==> src/rtl/trng_pkg.sv <==
// Shared definitions for the TRNG entropy path: health-monitor state
// encoding and default test cutoffs used by the monitor and its neighbours.
package trng_pkg;

    typedef enum logic [1:0] {
        STARTUP = 2'd0,
        RUN     = 2'd1,
        FAIL    = 2'd2
    } trng_state_e;

    localparam int unsigned WORD_W_DEF          = 32;
    localparam int unsigned RCT_CUTOFF_DEF      = 31;
    localparam int unsigned APT_WINDOW_DEF      = 512;
    localparam int unsigned APT_CUTOFF_DEF      = 325;
    localparam int unsigned STARTUP_SAMPLES_DEF = 1024;

endpackage

==> src/rtl/trng_bit_packer.sv <==
// Serial-to-parallel packer: collects accepted bits LSB first into a word,
// hands full words to a valid/ready output register and flags samples that
// must be discarded because both the packer and the output are occupied.
module trng_bit_packer
    import trng_pkg::*;
#(
    parameter int unsigned WORD_W = WORD_W_DEF
) (
    input  logic              clk_i,
    input  logic              rst_i,
    input  logic              bit_i,
    input  logic              push_i,
    input  logic              flush_i,
    input  logic              ready_i,
    output logic [WORD_W-1:0] word_o,
    output logic              valid_o,
    output logic              dropped_o
);

    localparam int unsigned CNT_W = $clog2(WORD_W + 1);

    logic [WORD_W-1:0] shreg_q, shreg_d;
    logic [CNT_W-1:0]  cnt_q, cnt_d;
    logic [WORD_W-1:0] out_q, out_d;
    logic              valid_q, valid_d;
    logic              dropped_q, dropped_d;

    logic              can_load;
    logic [WORD_W-1:0] filled;

    // Next-state for shift register, bit count, output register and drop pulse
    always_comb begin
        shreg_d   = shreg_q;
        cnt_d     = cnt_q;
        out_d     = out_q;
        valid_d   = valid_q;
        dropped_d = 1'b0;
        can_load  = !valid_q || ready_i;
        filled    = shreg_q;

        for (int unsigned i = 0; i < WORD_W; i++) begin
            if (cnt_q == CNT_W'(i)) begin
                filled[i] = bit_i;
            end
        end

        if (valid_q && ready_i) begin
            valid_d = 1'b0;
        end

        if (flush_i) begin
            shreg_d = '0;
            cnt_d   = '0;
            out_d   = '0;
            valid_d = 1'b0;
        end else if (cnt_q == CNT_W'(WORD_W)) begin
            // Packer already full: drain it first, the new bit then starts the next word
            if (can_load) begin
                out_d   = shreg_q;
                valid_d = 1'b1;
                shreg_d = '0;
                cnt_d   = '0;
                if (push_i) begin
                    shreg_d[0] = bit_i;
                    cnt_d      = CNT_W'(1);
                end
            end else if (push_i) begin
                dropped_d = 1'b1;
            end
        end else if (push_i) begin
            if (cnt_q == CNT_W'(WORD_W - 1)) begin
                if (can_load) begin
                    out_d   = filled;
                    valid_d = 1'b1;
                    shreg_d = '0;
                    cnt_d   = '0;
                end else begin
                    shreg_d = filled;
                    cnt_d   = CNT_W'(WORD_W);
                end
            end else begin
                shreg_d = filled;
                cnt_d   = cnt_q + CNT_W'(1);
            end
        end
    end

    // Packer and output register state
    always_ff @(posedge clk_i) begin
        if (rst_i) begin
            shreg_q   <= '0;
            cnt_q     <= '0;
            out_q     <= '0;
            valid_q   <= 1'b0;
            dropped_q <= 1'b0;
        end else begin
            shreg_q   <= shreg_d;
            cnt_q     <= cnt_d;
            out_q     <= out_d;
            valid_q   <= valid_d;
            dropped_q <= dropped_d;
        end
    end

    assign word_o    = out_q;
    assign valid_o   = valid_q;
    assign dropped_o = dropped_q;

endmodule

==> src/rtl/trng_health_monitor.sv <==
// Raw TRNG health monitor: runs the repetition-count and adaptive-proportion
// tests on every sample, gates output behind a startup phase, latches
// failures until cleared and feeds accepted bits to the word packer.
module trng_health_monitor
    import trng_pkg::*;
#(
    parameter int unsigned WORD_W          = WORD_W_DEF,
    parameter int unsigned RCT_CUTOFF      = RCT_CUTOFF_DEF,
    parameter int unsigned APT_WINDOW      = APT_WINDOW_DEF,
    parameter int unsigned APT_CUTOFF      = APT_CUTOFF_DEF,
    parameter int unsigned STARTUP_SAMPLES = STARTUP_SAMPLES_DEF
) (
    input  logic              TRNG_Clock,
    input  logic              TRNG_Reset,
    input  logic              raw_bit,
    input  logic              raw_valid,
    input  logic              clear_fail,
    output logic [WORD_W-1:0] word_out,
    output logic              word_valid,
    input  logic              word_ready,
    output logic              rct_fail,
    output logic              apt_fail,
    output logic              startup_done,
    output logic              dropped
);

    localparam int unsigned RCT_W = $clog2(RCT_CUTOFF + 1);
    localparam int unsigned APT_W = $clog2(APT_CUTOFF + 1);
    localparam int unsigned WIN_W = $clog2(APT_WINDOW + 1);
    localparam int unsigned SU_W  = $clog2(STARTUP_SAMPLES + 1);

    trng_state_e state_q, state_d;

    logic             rct_seen_q, rct_seen_d;
    logic             rct_last_q, rct_last_d;
    logic [RCT_W-1:0] rct_run_q, rct_run_d;
    logic             apt_ref_q, apt_ref_d;
    logic [APT_W-1:0] apt_cnt_q, apt_cnt_d;
    logic [WIN_W-1:0] apt_pos_q, apt_pos_d;
    logic [SU_W-1:0]  su_cnt_q;
    logic             rct_fail_q, apt_fail_q, startup_done_q;

    logic sample_en, clear_go;
    logic rct_hit, apt_hit, fail_hit, su_last;
    logic pack_push, pack_flush;

    assign sample_en = raw_valid && (state_q != FAIL);
    assign clear_go  = (state_q == FAIL) && clear_fail;

    // Repetition count test: run length of identical consecutive samples
    always_comb begin
        rct_seen_d = rct_seen_q;
        rct_last_d = rct_last_q;
        rct_run_d  = rct_run_q;
        if (sample_en) begin
            rct_seen_d = 1'b1;
            if (!rct_seen_q || (raw_bit != rct_last_q)) begin
                rct_last_d = raw_bit;
                rct_run_d  = RCT_W'(1);
            end else if (rct_run_q != RCT_W'(RCT_CUTOFF)) begin
                rct_run_d = rct_run_q + RCT_W'(1);
            end
        end
        rct_hit = sample_en && (rct_run_d == RCT_W'(RCT_CUTOFF));
    end

    // Adaptive proportion test: occurrences of the window's first sample
    always_comb begin
        apt_ref_d = apt_ref_q;
        apt_cnt_d = apt_cnt_q;
        apt_pos_d = apt_pos_q;
        if (sample_en) begin
            if (apt_pos_q == '0) begin
                apt_ref_d = raw_bit;
                apt_cnt_d = APT_W'(1);
            end else if ((raw_bit == apt_ref_q) && (apt_cnt_q != APT_W'(APT_CUTOFF))) begin
                apt_cnt_d = apt_cnt_q + APT_W'(1);
            end
            apt_pos_d = (apt_pos_q == WIN_W'(APT_WINDOW - 1)) ? '0 : apt_pos_q + WIN_W'(1);
        end
        apt_hit  = sample_en && (apt_cnt_d == APT_W'(APT_CUTOFF));
        fail_hit = rct_hit || apt_hit;
        su_last  = (state_q == STARTUP) && sample_en && !fail_hit &&
                   (su_cnt_q == SU_W'(STARTUP_SAMPLES - 1));
    end

    // Health-test counters; a clear from FAIL restarts them like a reset
    always_ff @(posedge TRNG_Clock) begin
        if (TRNG_Reset || clear_go) begin
            rct_seen_q <= 1'b0;
            rct_last_q <= 1'b0;
            rct_run_q  <= '0;
            apt_ref_q  <= 1'b0;
            apt_cnt_q  <= '0;
            apt_pos_q  <= '0;
            su_cnt_q   <= '0;
        end else begin
            rct_seen_q <= rct_seen_d;
            rct_last_q <= rct_last_d;
            rct_run_q  <= rct_run_d;
            apt_ref_q  <= apt_ref_d;
            apt_cnt_q  <= apt_cnt_d;
            apt_pos_q  <= apt_pos_d;
            if ((state_q == STARTUP) && sample_en && !fail_hit &&
                (su_cnt_q != SU_W'(STARTUP_SAMPLES))) begin
                su_cnt_q <= su_cnt_q + SU_W'(1);
            end
        end
    end

    // Latched failure flags and startup status
    always_ff @(posedge TRNG_Clock) begin
        if (TRNG_Reset || clear_go) begin
            rct_fail_q     <= 1'b0;
            apt_fail_q     <= 1'b0;
            startup_done_q <= 1'b0;
        end else begin
            if (rct_hit) rct_fail_q <= 1'b1;
            if (apt_hit) apt_fail_q <= 1'b1;
            if (su_last) startup_done_q <= 1'b1;
        end
    end

    // FSM state register
    always_ff @(posedge TRNG_Clock) begin
        if (TRNG_Reset) begin
            state_q <= STARTUP;
        end else begin
            state_q <= state_d;
        end
    end

    // FSM next-state logic
    always_comb begin
        state_d = state_q;
        case (state_q)
            STARTUP: begin
                if (fail_hit)     state_d = FAIL;
                else if (su_last) state_d = RUN;
            end
            RUN: begin
                if (fail_hit) state_d = FAIL;
            end
            FAIL: begin
                if (clear_fail) state_d = STARTUP;
            end
            default: state_d = STARTUP;
        endcase
    end

    // FSM outputs: the failing sample is flushed together with the packer
    always_comb begin
        pack_push  = (state_q == RUN) && raw_valid && !fail_hit;
        pack_flush = fail_hit || (state_q == FAIL);
    end

    trng_bit_packer #(
        .WORD_W (WORD_W)
    ) u_packer (
        .clk_i     (TRNG_Clock),
        .rst_i     (TRNG_Reset),
        .bit_i     (raw_bit),
        .push_i    (pack_push),
        .flush_i   (pack_flush),
        .ready_i   (word_ready),
        .word_o    (word_out),
        .valid_o   (word_valid),
        .dropped_o (dropped)
    );

    assign rct_fail     = rct_fail_q;
    assign apt_fail     = apt_fail_q;
    assign startup_done = startup_done_q;

endmodule

==> config.mk <==
export PLATFORM = sky130hd
export DESIGN_NAME = trng_health_monitor
export DESIGN_NICKNAME = d
export VERILOG_FILES = /design/src/rtl/trng_pkg.sv /design/src/rtl/trng_bit_packer.sv /design/src/rtl/trng_health_monitor.sv
export SDC_FILE = /design/constraint.sdc
export NUM_CORES = 1
export LEC_CHECK = 0
export ABC_AREA = 1
export BUFFER_PORTS_ARGS = -buffer_cell sky130_fd_sc_hd__buf_2
export CORE_UTILIZATION = 40
export DETAILED_ROUTE_END_ITERATION = 10
export PLACE_DENSITY = 0.55
export SLEW_MARGIN = 15
export SYNTH_ARGS = -nofsm -noshare
export SYNTH_HDL_FRONTEND = slang
export SYNTH_SLANG_ARGS = --single-unit
==> constraint.sdc <==
create_clock -name TRNG_Clock -period 2.45 [get_ports TRNG_Clock]
set_input_delay 0.49 -clock TRNG_Clock [delete_from_list [all_inputs] [get_ports TRNG_Clock]]
set_output_delay 0.49 -clock TRNG_Clock [all_outputs]
set_load 0.01 [all_outputs]
==> results.md, run 1 <==
- Final core occ: 0.5129
- Horiz. Die Dim: 129.3 µm
- Synth Cell Area: 0.006482 mm²
- Async SR Flop Fraction: 0
- Port bufs: 42
- Layout area overhead: 25.23%
- Reg clk slew, reported paths: 50 ps
- Grt total ovfl: 0
- Row cnt: 46
- Setup crit end kind: register
- Post-route non-filler standard cell count: 1,302
- Initial Util: 0.4096
- Mean Syn Cell Area: 6.509 µm²
- Worst path required time: 2760 ps
- Clk_lat worst skew: 420 ps
- Vias in the first global route: 5,780
- Pleak: 3.527 nW
- Worst Setup Start Kind: register
- Clock buffer depth: 2
- Hold crit path type: in -> reg
- Setup Viol. Count Final: 0
- Filler instances: 1,584
- Final Critical Period: 2331 ps
- FF+latch count, synth: 115
- Remaining antenna violation count: 0
- CTS tree: built
- Commonest non-fill, non-tap cell in the layout: nor2_1
- Vias: 6,584
- Dpl hpwl: 12.00 mm
- PD cells: 544.5 mW/mm²
- Placed cells: 1,255
- Largest net degree at the start of global routing: 39
- Nets: 1,092
- Critical Path AT: 2640 ps
- Reg2reg setup slack: 120 ps
- Synth cell types: 38
- Yosys warns: 0
- Routed WL: 18.70 mm
- Die area: 0.01672 mm²
- DRC: 0
- GP Congestion: 0.9004
- Max Fclk: 428.9 MHz
- Max VDD drop: 480.8 µV
- Worst slack, placed: -37.75 ps
- Slew margin rel.: 0.6756
- Drt first pass iters: 5
- DRT iter0 DRCs: 448
- Setup Crit Path Kind: reg -> reg
- GRT Resource Usage Total: 0.2223
- Root buf cell: clkbuf_16
- Main synth FF type: dfxtp_1
- First-pass GRT wire length: 29.13 mm
- Outcome: finished, final reports clean
- Hold WS: 247.6 ps
- Max-cap viol count: 0
- Worst Path Max Fanout: 6
- I/O pin cnt: 43
- Final Max Slew Viols: 0
- Final hold vios: 0
- Slew @ Worst Pin: 480.5 ps
- Vias per Instance: 5.057
- Post-synthesis sequential area ratio: 0.3551
- Initial antenna violation count: 0
- Synth Instances: 996
- Routed WL per cell: 14.36 µm
- Layout cell share with drive strength beyond 1: 0.1934
- Period utilization: 0.9515
- Final worst slack: 118.7 ps
- Ant. Diodes: 0
- Die Span Y: 129.3 µm
- Clk_skew: 7.606 ps
- H-tree depth: 4
- EDFF count, synth: 0
- Core Region: 0.01583 mm²
- CTS Sinks: 115
- CTS Buf Count: 17
- Syn nets: 1,013
- Most frequent cells in the layout: nor2_1 (177), nand2_1 (162), dfxtp_1 (111), inv_1 (97), nand3_1 (96)
[worst max-delay path, cell delays in order (launching register included)]
cell       delay, ps
dfxtp_2          350
ha_1             190
inv_1            100
nor2_1           230
nand2_1          110
nor2_1           140
nand2_1           80
nand3_1          100
inv_1             70
nand3_4          120
nand4_4          200
nand2_4          160
inv_8             60
clkbuf_16        160
nor2_1            90
nor2_1            50
[power breakdown]
group          internal, mW  switching, mW
sequential             1.89         0.0163
combinational         0.109          0.166
clock                  1.39          0.843
total                  3.39           1.03
[worst paths after layout]
path,cells after the start,startpoint,end
worst min register to register,2,startup_done,startup_done
worst max-delay path,15,apt_cnt_q[0],u_packer.shreg_q[16]
worst max register to register,15,apt_cnt_q[0],u_packer.shreg_q[16]
worst min-delay path,2,TRNG_Reset,state_q[0]
[registers in the layout, indices dropped and copies added, names as in the netlist]
signal,flops
u_packer.shreg_q,32
u_packer.word_o,32
su_cnt_q,11
apt_pos_q,10
apt_cnt_q,9
u_packer.cnt_q,6
rct_run_q,5
state_q,2
apt_fail,1
apt_ref_q,1
rct_fail,1
rct_last_q,1
rct_seen_q,1
startup_done,1
u_packer.dropped_o,1
u_packer.valid_o,1
[cell usage after synthesis (4+ instances only)]
master / instances / area (µm²)
nor2_1: 187 / 701.9
nand2_1: 167 / 626.9
dfxtp_1: 115 / 2302
nand3_1: 104 / 520.5
inv_1: 100 / 375.4
a21oi_1: 90 / 450.4
o21ai_0: 69 / 345.3
clkbuf_1: 21 / 78.83
nor3_1: 15 / 75.07
buf_2: 13 / 65.06
ha_1: 11 / 137.6
xor2_1: 11 / 96.34
buf_4: 9 / 67.56
inv_2: 9 / 33.78
nand3_2: 8 / 80.08
nand4_1: 8 / 50.05
o21ai_1: 7 / 35.03
nand2_2: 6 / 37.54
o311ai_0: 5 / 43.79
buf_1: 4 / 15.01
nand3b_1: 4 / 30.03
nand4_2: 4 / 50.05
nor2_2: 4 / 25.02
[logic make-up after synthesis]
logic type / count (synthesis) / synth area share
simple gates: 520 / 0.3590
fa+ha+maj: 11 / 0.02123
buf+inv: 159 / 0.1033
xor+xnor: 14 / 0.01892
compound gates: 177 / 0.1424
flops: 115 / 0.3551
[routing by layer]
layer / global-route usage / vias to the layer above / wire length [µm]
li1: - / 3390 / -
met2: 0.3371 / 172 / 8327
met4: 0.07682 / 0 / 286
met5: 0 / - / 0
met3: 0.04294 / 27 / 835
met1: 0.3133 / 2995 / 9245
[through the flow]
step	instance area, µm²	power [mW]	setup TNS, ps
floorplan	6482	2.089	0
global placement	7184	2.187	-542.9
detailed placement	7184	2.187	-391.6
CTS	7702	4.447	0
global route	8118	4.575	-922.2
finish	8118	4.420	0
[final cells by class]
cell class | count | area, µm² | share of cell area
clock inverters | 7 | 60.06 | 0.007398
clock buffers | 23 | 457.9 | 0.05641
well taps | 216 | 270.3 | 0.03329
multi-input cells | 722 | 3684 | 0.4538
repair buffers | 110 | 914.6 | 0.1127
inverters | 109 | 424.2 | 0.05225
flip-flops and latches | 115 | 2307 | 0.2842
[timing repair]
action | 4_1_cts | 5_1_grt
endpoints found under the setup margin | 0 | 85
hold buffers | 0 | 0
buffers inserted | 0 | 11
gates resized for setup | 0 | 56
Note: power is estimated with default switching activity, not from simulation.
==> run 2, diff against run 1 <==
--- a/config.mk
+++ b/config.mk
@@ -10,7 +10,8 @@
 export CORE_UTILIZATION = 40
 export DETAILED_ROUTE_END_ITERATION = 10
 export PLACE_DENSITY = 0.55
-export SLEW_MARGIN = 15
+export RECOVER_POWER = 25
+export SLEW_MARGIN = 20
 export SYNTH_ARGS = -nofsm -noshare
 export SYNTH_HDL_FRONTEND = slang
 export SYNTH_SLANG_ARGS = --single-unit
==> run 2 against run 1 <==
  * Count of clock-buffer cells in the layout stayed put
  * Flip-flop and latch count stayed put
  * Critical path type unchanged
  * Critical path depth stayed put
  * Combinational power hardly changed
  * Core utilization is 0.25 points lower
  * Via count hardly changed
  * Register-to-register slack hardly changed
==> results.md, run 2 (synthesis results as in run 1) <==
- Worst path required time: 2760 ps (about the same)
- Setup Viol. Count Final: 0 (unchanged)
- Row cnt: 46 (unchanged)
- Slew @ Worst Pin: 676.8 ps (+196.3 ps)
- Final worst slack: 117.9 ps (-0.7790 ps)
- Period utilization: 0.9519 (about the same)
- Placed cells: 1,255 (unchanged)
- Setup Crit Path Kind: reg -> reg
- I/O pin cnt: 43 (unchanged)
- Most frequent cells in the layout: nor2_1 (177), nand2_1 (162), dfxtp_1 (111), inv_1 (97), nand3_1 (96)
- Post-route non-filler standard cell count: 1,302 (unchanged)
- Layout area overhead: 24.61%
- HP Start: TRNG_Reset
- Reg2reg setup slack: 120 ps (about the same)
- Die Span Y: 129.3 µm (unchanged)
- Port bufs: 42 (unchanged)
- Filler instances: 1,605 (+1.3%)
- CTS tree: built
- DRT iter0 DRCs: 448 (unchanged)
- Ant. Diodes: 0 (unchanged)
- Vias: 6,581 (-0.046%)
- GP Congestion: 0.9004 (unchanged)
- GRT Resource Usage Total: 0.2223 (unchanged)
- First-pass GRT wire length: 29.13 mm (unchanged)
- Hold WS: 248.5 ps (+0.9130 ps)
- Root buf cell: clkbuf_16
- H-tree depth: 4 (unchanged)
- Slew margin rel.: 0.5488 (-0.1268)
- Core Region: 0.01583 mm² (unchanged)
- Outcome: finished, final reports clean
- Clock buffer depth: 2 (unchanged)
- Routed WL: 18.73 mm (+0.19%)
- Initial Util: 0.4096 (unchanged)
- PD cells: 547.2 mW/mm² (+0.50%)
- Critical Path AT: 2640 ps (about the same)
- Clk_lat worst skew: 420 ps (about the same)
- Remaining antenna violation count: 0 (unchanged)
- Final hold vios: 0 (unchanged)
- Final Max Slew Viols: 0 (unchanged)
- Grt total ovfl: 0 (unchanged)
- Worst setup path startpoint: apt_cnt_q[0]
- CTS Sinks: 115 (unchanged)
- Initial antenna violation count: 0 (unchanged)
- Clk_skew: 7.244 ps (-0.3627 ps)
- Worst R2R Start: apt_cnt_q[0]
- Dpl hpwl: 12.00 mm (unchanged)
- FF-to-FF path depth: 15 (unchanged)
- Reg clk slew, reported paths: 50 ps (about the same)
- Largest net degree at the start of global routing: 39 (unchanged)
- FF-to-FF End: u_packer.shreg_q[16]
- Hold buffers post-CTS: 0 (unchanged)
- Hold path cells: 2 (unchanged)
- Pleak: 3.394 nW (-3.8%)
- Worst slack, placed: -37.75 ps (unchanged)
- Hold Path End: state_q[0]
- Max-cap viol count: 0 (unchanged)
- Max Fclk: 428.8 MHz (about the same)
- Setup crit end kind: register
- Worst Path Max Fanout: 6 (unchanged)
- Horiz. Die Dim: 129.3 µm (unchanged)
- Worst Setup Start Kind: register
- Vias in the first global route: 5,780 (unchanged)
- Die area: 0.01672 mm² (unchanged)
- Hold crit path type: in -> reg
- Layout cell share with drive strength beyond 1: 0.1657 (-0.02762)
- Vias per Instance: 5.055 (about the same)
- Max VDD drop: 479.3 µV (-0.32%)
- Nets: 1,092 (unchanged)
- Commonest non-fill, non-tap cell in the layout: nor2_1
- Drt first pass iters: 5 (unchanged)
- Final Critical Period: 2332 ps (+0.7790 ps)
- Routed WL per cell: 14.39 µm (+0.19%)
- DRC: 0 (unchanged)
- CTS Buf Count: 17 (unchanged)
-- run 2: cell count changes in the layout (fill, tap and decap cells not counted), sizes merged --
cell	delta
clkbuf	+31
buf	-31
-- run 2: how the worst max path moves through the flow --
stage / endpoint / slack [ps] / cells after the start
2_1_floorplan: u_packer.shreg_q[18] / 370 / 17
3_3_place_gp: u_packer.cnt_q[0] / -60 / 16
3_5_place_dp: u_packer.cnt_q[0] / -40 / 16
4_1_cts: u_packer.shreg_q[21] / 80 / 17
5_1_grt: u_packer.shreg_q[9] / -50 / 17
6_report: u_packer.shreg_q[16] / 120 / 15
-- run 2: power breakdown --
part | switching (mW) | internal (mW) | leakage [nW]
Sequential | 0.0163 | 1.89 | 0.930
Clock | 0.843 | 1.39 | 0.260
Combinational | 0.167 | 0.109 | 2.20
Total | 1.03 | 3.39 | 3.39
-- run 2: per-stage QoR --
step / TNS, ps / power, mW / instance area [µm²] / util
floorplan: 0 / 2.089 / 6482 / -
global placement: -542.9 / 2.187 / 7184 / 0.4539
detailed placement: -391.6 / 2.187 / 7184 / 0.4539
CTS: 0 / 4.447 / 7702 / 0.4866
global route: -922.2 / 4.574 / 8078 / 0.5104
finish: 0 / 4.420 / 8078 / 0.5104
-- run 2: timing repair --
action | in CTS | in global routing
hold endpoints to repair | 0 | 0
setup endpoints to repair | 0 | 85
resized for setup | 0 | 56
buffers inserted | 0 | 11
-- run 2: cell type report --
class                   count  area (µm²)  area share
multi-input cells         722        3684      0.4560
flip-flops and latches    115        2307      0.2856
clock inverters             7       60.06    0.007435
clock buffers              23       457.9     0.05669
inverters                 109       424.2     0.05251
repair buffers            110       874.6      0.1083
well taps                 216       270.3     0.03346
-- run 2: per-layer routing --
layer	track usage	vias to the layer above	routed length, µm
li1	-	3388	-
met1	0.3133	2988	9272
met2	0.3371	178	8309
met3	0.04294	27	864
met4	0.07682	0	283
met5	0	-	0
-- run 2: critical path, cell delays in order (launching register included) --
cell	delay [ps]
dfxtp_2	350
ha_1	190
inv_1	100
nor2_1	230
nand2_1	110
nor2_1	140
nand2_1	80
nand3_1	100
inv_1	70
nand3_4	120
nand4_4	210
nand2_4	160
inv_8	60
clkbuf_16	150
nor2_1	90
nor2_1	50
==> run 3, diff against run 2 <==
--- a/config.mk
+++ b/config.mk
@@ -7,9 +7,10 @@
 export LEC_CHECK = 0
 export ABC_AREA = 1
 export BUFFER_PORTS_ARGS = -buffer_cell sky130_fd_sc_hd__buf_2
+export CORE_MARGIN = 2
 export CORE_UTILIZATION = 40
 export DETAILED_ROUTE_END_ITERATION = 10
-export PLACE_DENSITY = 0.55
+export PLACE_DENSITY = 0.62
 export RECOVER_POWER = 25
 export SLEW_MARGIN = 20
 export SYNTH_ARGS = -nofsm -noshare
==> run 3 against run 2 <==
  * Register-to-register slack about the same
  * Sequential power about the same
  * Count of clock-buffer cells in the layout down 1
  * Worst setup slack better by 9.6 ps
  * Cell count down 0.84%
  * Clock power up 22%
  * First-iteration DRC count down 3.3%
  * Critical endpoint is now u_packer.shreg_q[0]
  * Critical path type unchanged
  * Hold slack worse by 4.6 ps
  * Maximum frequency up 0.41%
  * Die area up 3.1%
  * Via count down 1.2%
  * Critical path depth up 1
==> results.md, run 3 (synthesis results as in run 1) <==
- Outcome: finished, final reports clean
- Slew @ Worst Pin: 657.9 ps (-18.93 ps)
- Slew margin rel.: 0.5614 (+0.01262)
- Max Fclk: 430.6 MHz (+0.41%)
- Root buf cell: clkbuf_16
- Port bufs: 42 (unchanged)
- Worst setup path startpoint: state_q[0]
- Vias: 6,501 (-1.2%)
- Horiz. Die Dim: 131.3 µm (+1.5%)
- DRC: 0 (unchanged)
- Clk_skew: 9.247 ps (+2.004 ps)
- Period utilization: 0.9479 (-0.003932)
- Drt first pass iters: 7 (+2)
- Setup TNS: 0 ps (unchanged)
- GR Util met3: 0.04090 (-0.002045)
- Net switching power: 1.062 mW (+3.5%)
- Initial antenna violation count: 0 (unchanged)
- CTS Buf Count: 17 (unchanged)
- Layout cell share with drive strength beyond 1: 0.1581 (-0.007606)
- Worst R2R Start: state_q[0]
- Reg clk slew, reported paths: 50 ps (about the same)
- Hold WS: 244.0 ps (-4.559 ps)
- Worst Path Max Fanout: 13 (+7)
- Final Critical Period: 2322 ps (-9.634 ps)
- Worst Setup Start Kind: register
- FF-to-FF path depth: 16 (+1)
- Max-cap viol count: 0 (unchanged)
- Comb pwr share: 0.053 (-0.009)
- CTS Sinks: 115 (unchanged)
- M2 GR Usage: 0.3094 (-0.02777)
- Routed WL: 18.08 mm (-3.5%)
- Row cnt: 46 (unchanged)
- Grt total ovfl: 0 (unchanged)
- H-tree depth: 4 (unchanged)
- Nets: 1,080 (-1.1%)
- Clock share of power: 0.558 (+0.052)
- Hold path cells: 2 (unchanged)
- Max VDD drop: 453.7 µV (-5.3%)
- Most frequent cells in the layout: nor2_1 (176), nand2_1 (163), dfxtp_1 (109), inv_1 (97), nand3_1 (96)
- Final hold vios: 0 (unchanged)
- Vias per Instance: 5.036 (-0.37%)
- PD cells: 607.5 mW/mm² (+11%)
- Remaining antenna violation count: 0 (unchanged)
- Switch share: 0.2170 (-0.01507)
- Clk_lat worst skew: 420 ps (about the same)
- Clock buffer depth: 2 (unchanged)
- Cell internal pwr: 3.831 mW (+13%)
- GP Congestion: 0.9093 (+0.99%)
- Layout area overhead: 24.24%
- Routed WL per cell: 14.01 µm (-2.6%)
- Largest net degree at the start of global routing: 44 (+13%)
- Reg2reg setup slack: 130 ps (about the same)
- Ant. Diodes: 0 (unchanged)
- Hold crit path type: in -> reg
- Die area: 0.01724 mm² (+3.1%)
- DRT iter0 DRCs: 433 (-3.3%)
- GRT busiest layer: met2
- RSZ-0062 raised after global routing: yes
- Pleak: 3.346 nW (-1.4%)
- Vias in the first global route: 5,727 (-0.92%)
- Setup crit end kind: register
- Hold buffers post-CTS: 0 (unchanged)
- Setup Crit Path Kind: reg -> reg
- Dpl hpwl: 11.78 mm (-1.8%)
- Die Span Y: 131.3 µm (+1.5%)
- GRT Resource Usage Total: 0.2042 (-0.01802)
- Commonest non-fill, non-tap cell in the layout: nor2_1
- Setup Viol. Count Final: 0 (unchanged)
- I/O pin cnt: 43 (unchanged)
- Final Max Slew Viols: 0 (unchanged)
- CTS tree: built
- Worst path required time: 2760 ps (about the same)
- Critical Path AT: 2640 ps (about the same)
- HP Start: TRNG_Reset
- Initial Util: 0.4081 (-0.001484)
- Sequential share of power: 0.390 (-0.042)
- Met1 Use GR: 0.2847 (-0.02861)
- Core Region: 0.01589 mm² (+0.36%)
- First-pass GRT wire length: 28.72 mm (-1.4%)
run 3: changes by cell type in the layout (fill, tap and decap cells not counted), sizes merged, moves of 3 or more:
| cell | previous run | this run |
|---|---|---|
| clkinv | 7 | 1 |
| clkinvlp | 0 | 3 |
| buf | 74 | 59 |
| bufinv | 1 | 5 |
run 3: critical path, cell delays in order, from the launching register on:
cell and delay, ps:
dfxtp_1 340, inv_2 50, nand2_2 110, nand2_8 120, nor2_1 110, nand4_1 220
nand2_1 180, nor2_2 60, nand3_2 100, nor2_4 50, nand3_4 90, nand4_4 230
nand2_4 180, inv_8 60, buf_12 140, nor2_2 110, nor2_1 40
run 3: through the flow:
stage / utilization / total power, mW / cell area, µm² / setup slack (ps) / instances
after floorplan: - / 2.089 / 6482 / 372.9 / 996
after global placement: 0.4509 / 2.171 / 7162 / 2.385 / 1252
after detailed placement: 0.4509 / 2.171 / 7162 / -25.97 / 1252
after CTS: 0.4913 / 4.899 / 7804 / 97.14 / 1283
after global routing: 0.5070 / 5.057 / 8054 / -21.80 / 1291
final: 0.5070 / 4.893 / 8054 / 127.6 / 1291
run 3: power by group through the flow:
stage | clock network [mW] | logic [mW] | registers, mW
floorplan | 0 | 0.147 | 1.94
global placement | 0 | 0.227 | 1.94
detailed placement | 0 | 0.226 | 1.94
CTS | 2.77 | 0.228 | 1.90
global route | 2.87 | 0.284 | 1.91
finish | 2.73 | 0.257 | 1.91
run 3: final cells by class:
class / instances / area [µm²]
inverter: 109 / 419.2
fill: 1623 / 7831
multi-input combinational: 724 / 3679
tap: 216 / 270.3
timing repair buffer: 96 / 734.5
sequential: 115 / 2310
clock buffer: 22 / 464.2
clock inverter: 9 / 177.7
run 3: routing by layer:
metal  vias to the layer above  routed length, µm
li1                       3360                  -
met1                      2964               8506
met2                       157               8334
met3                        20                939
met4                         0                301
met5                         -                  0
run 3: path summary, 6_finish.rpt:
path	end
hold / removal	state_q[0]
setup / recovery	u_packer.shreg_q[0]
hold reg to reg	rct_fail
setup reg to reg	u_packer.shreg_q[0]
run 3: repair_timing:
| action | in CTS | in global routing |
|---|---|---|
| gates resized for setup | 0 | 52 |
| setup buffers | 0 | 2 |
| setup endpoints to repair | 0 | 85 |
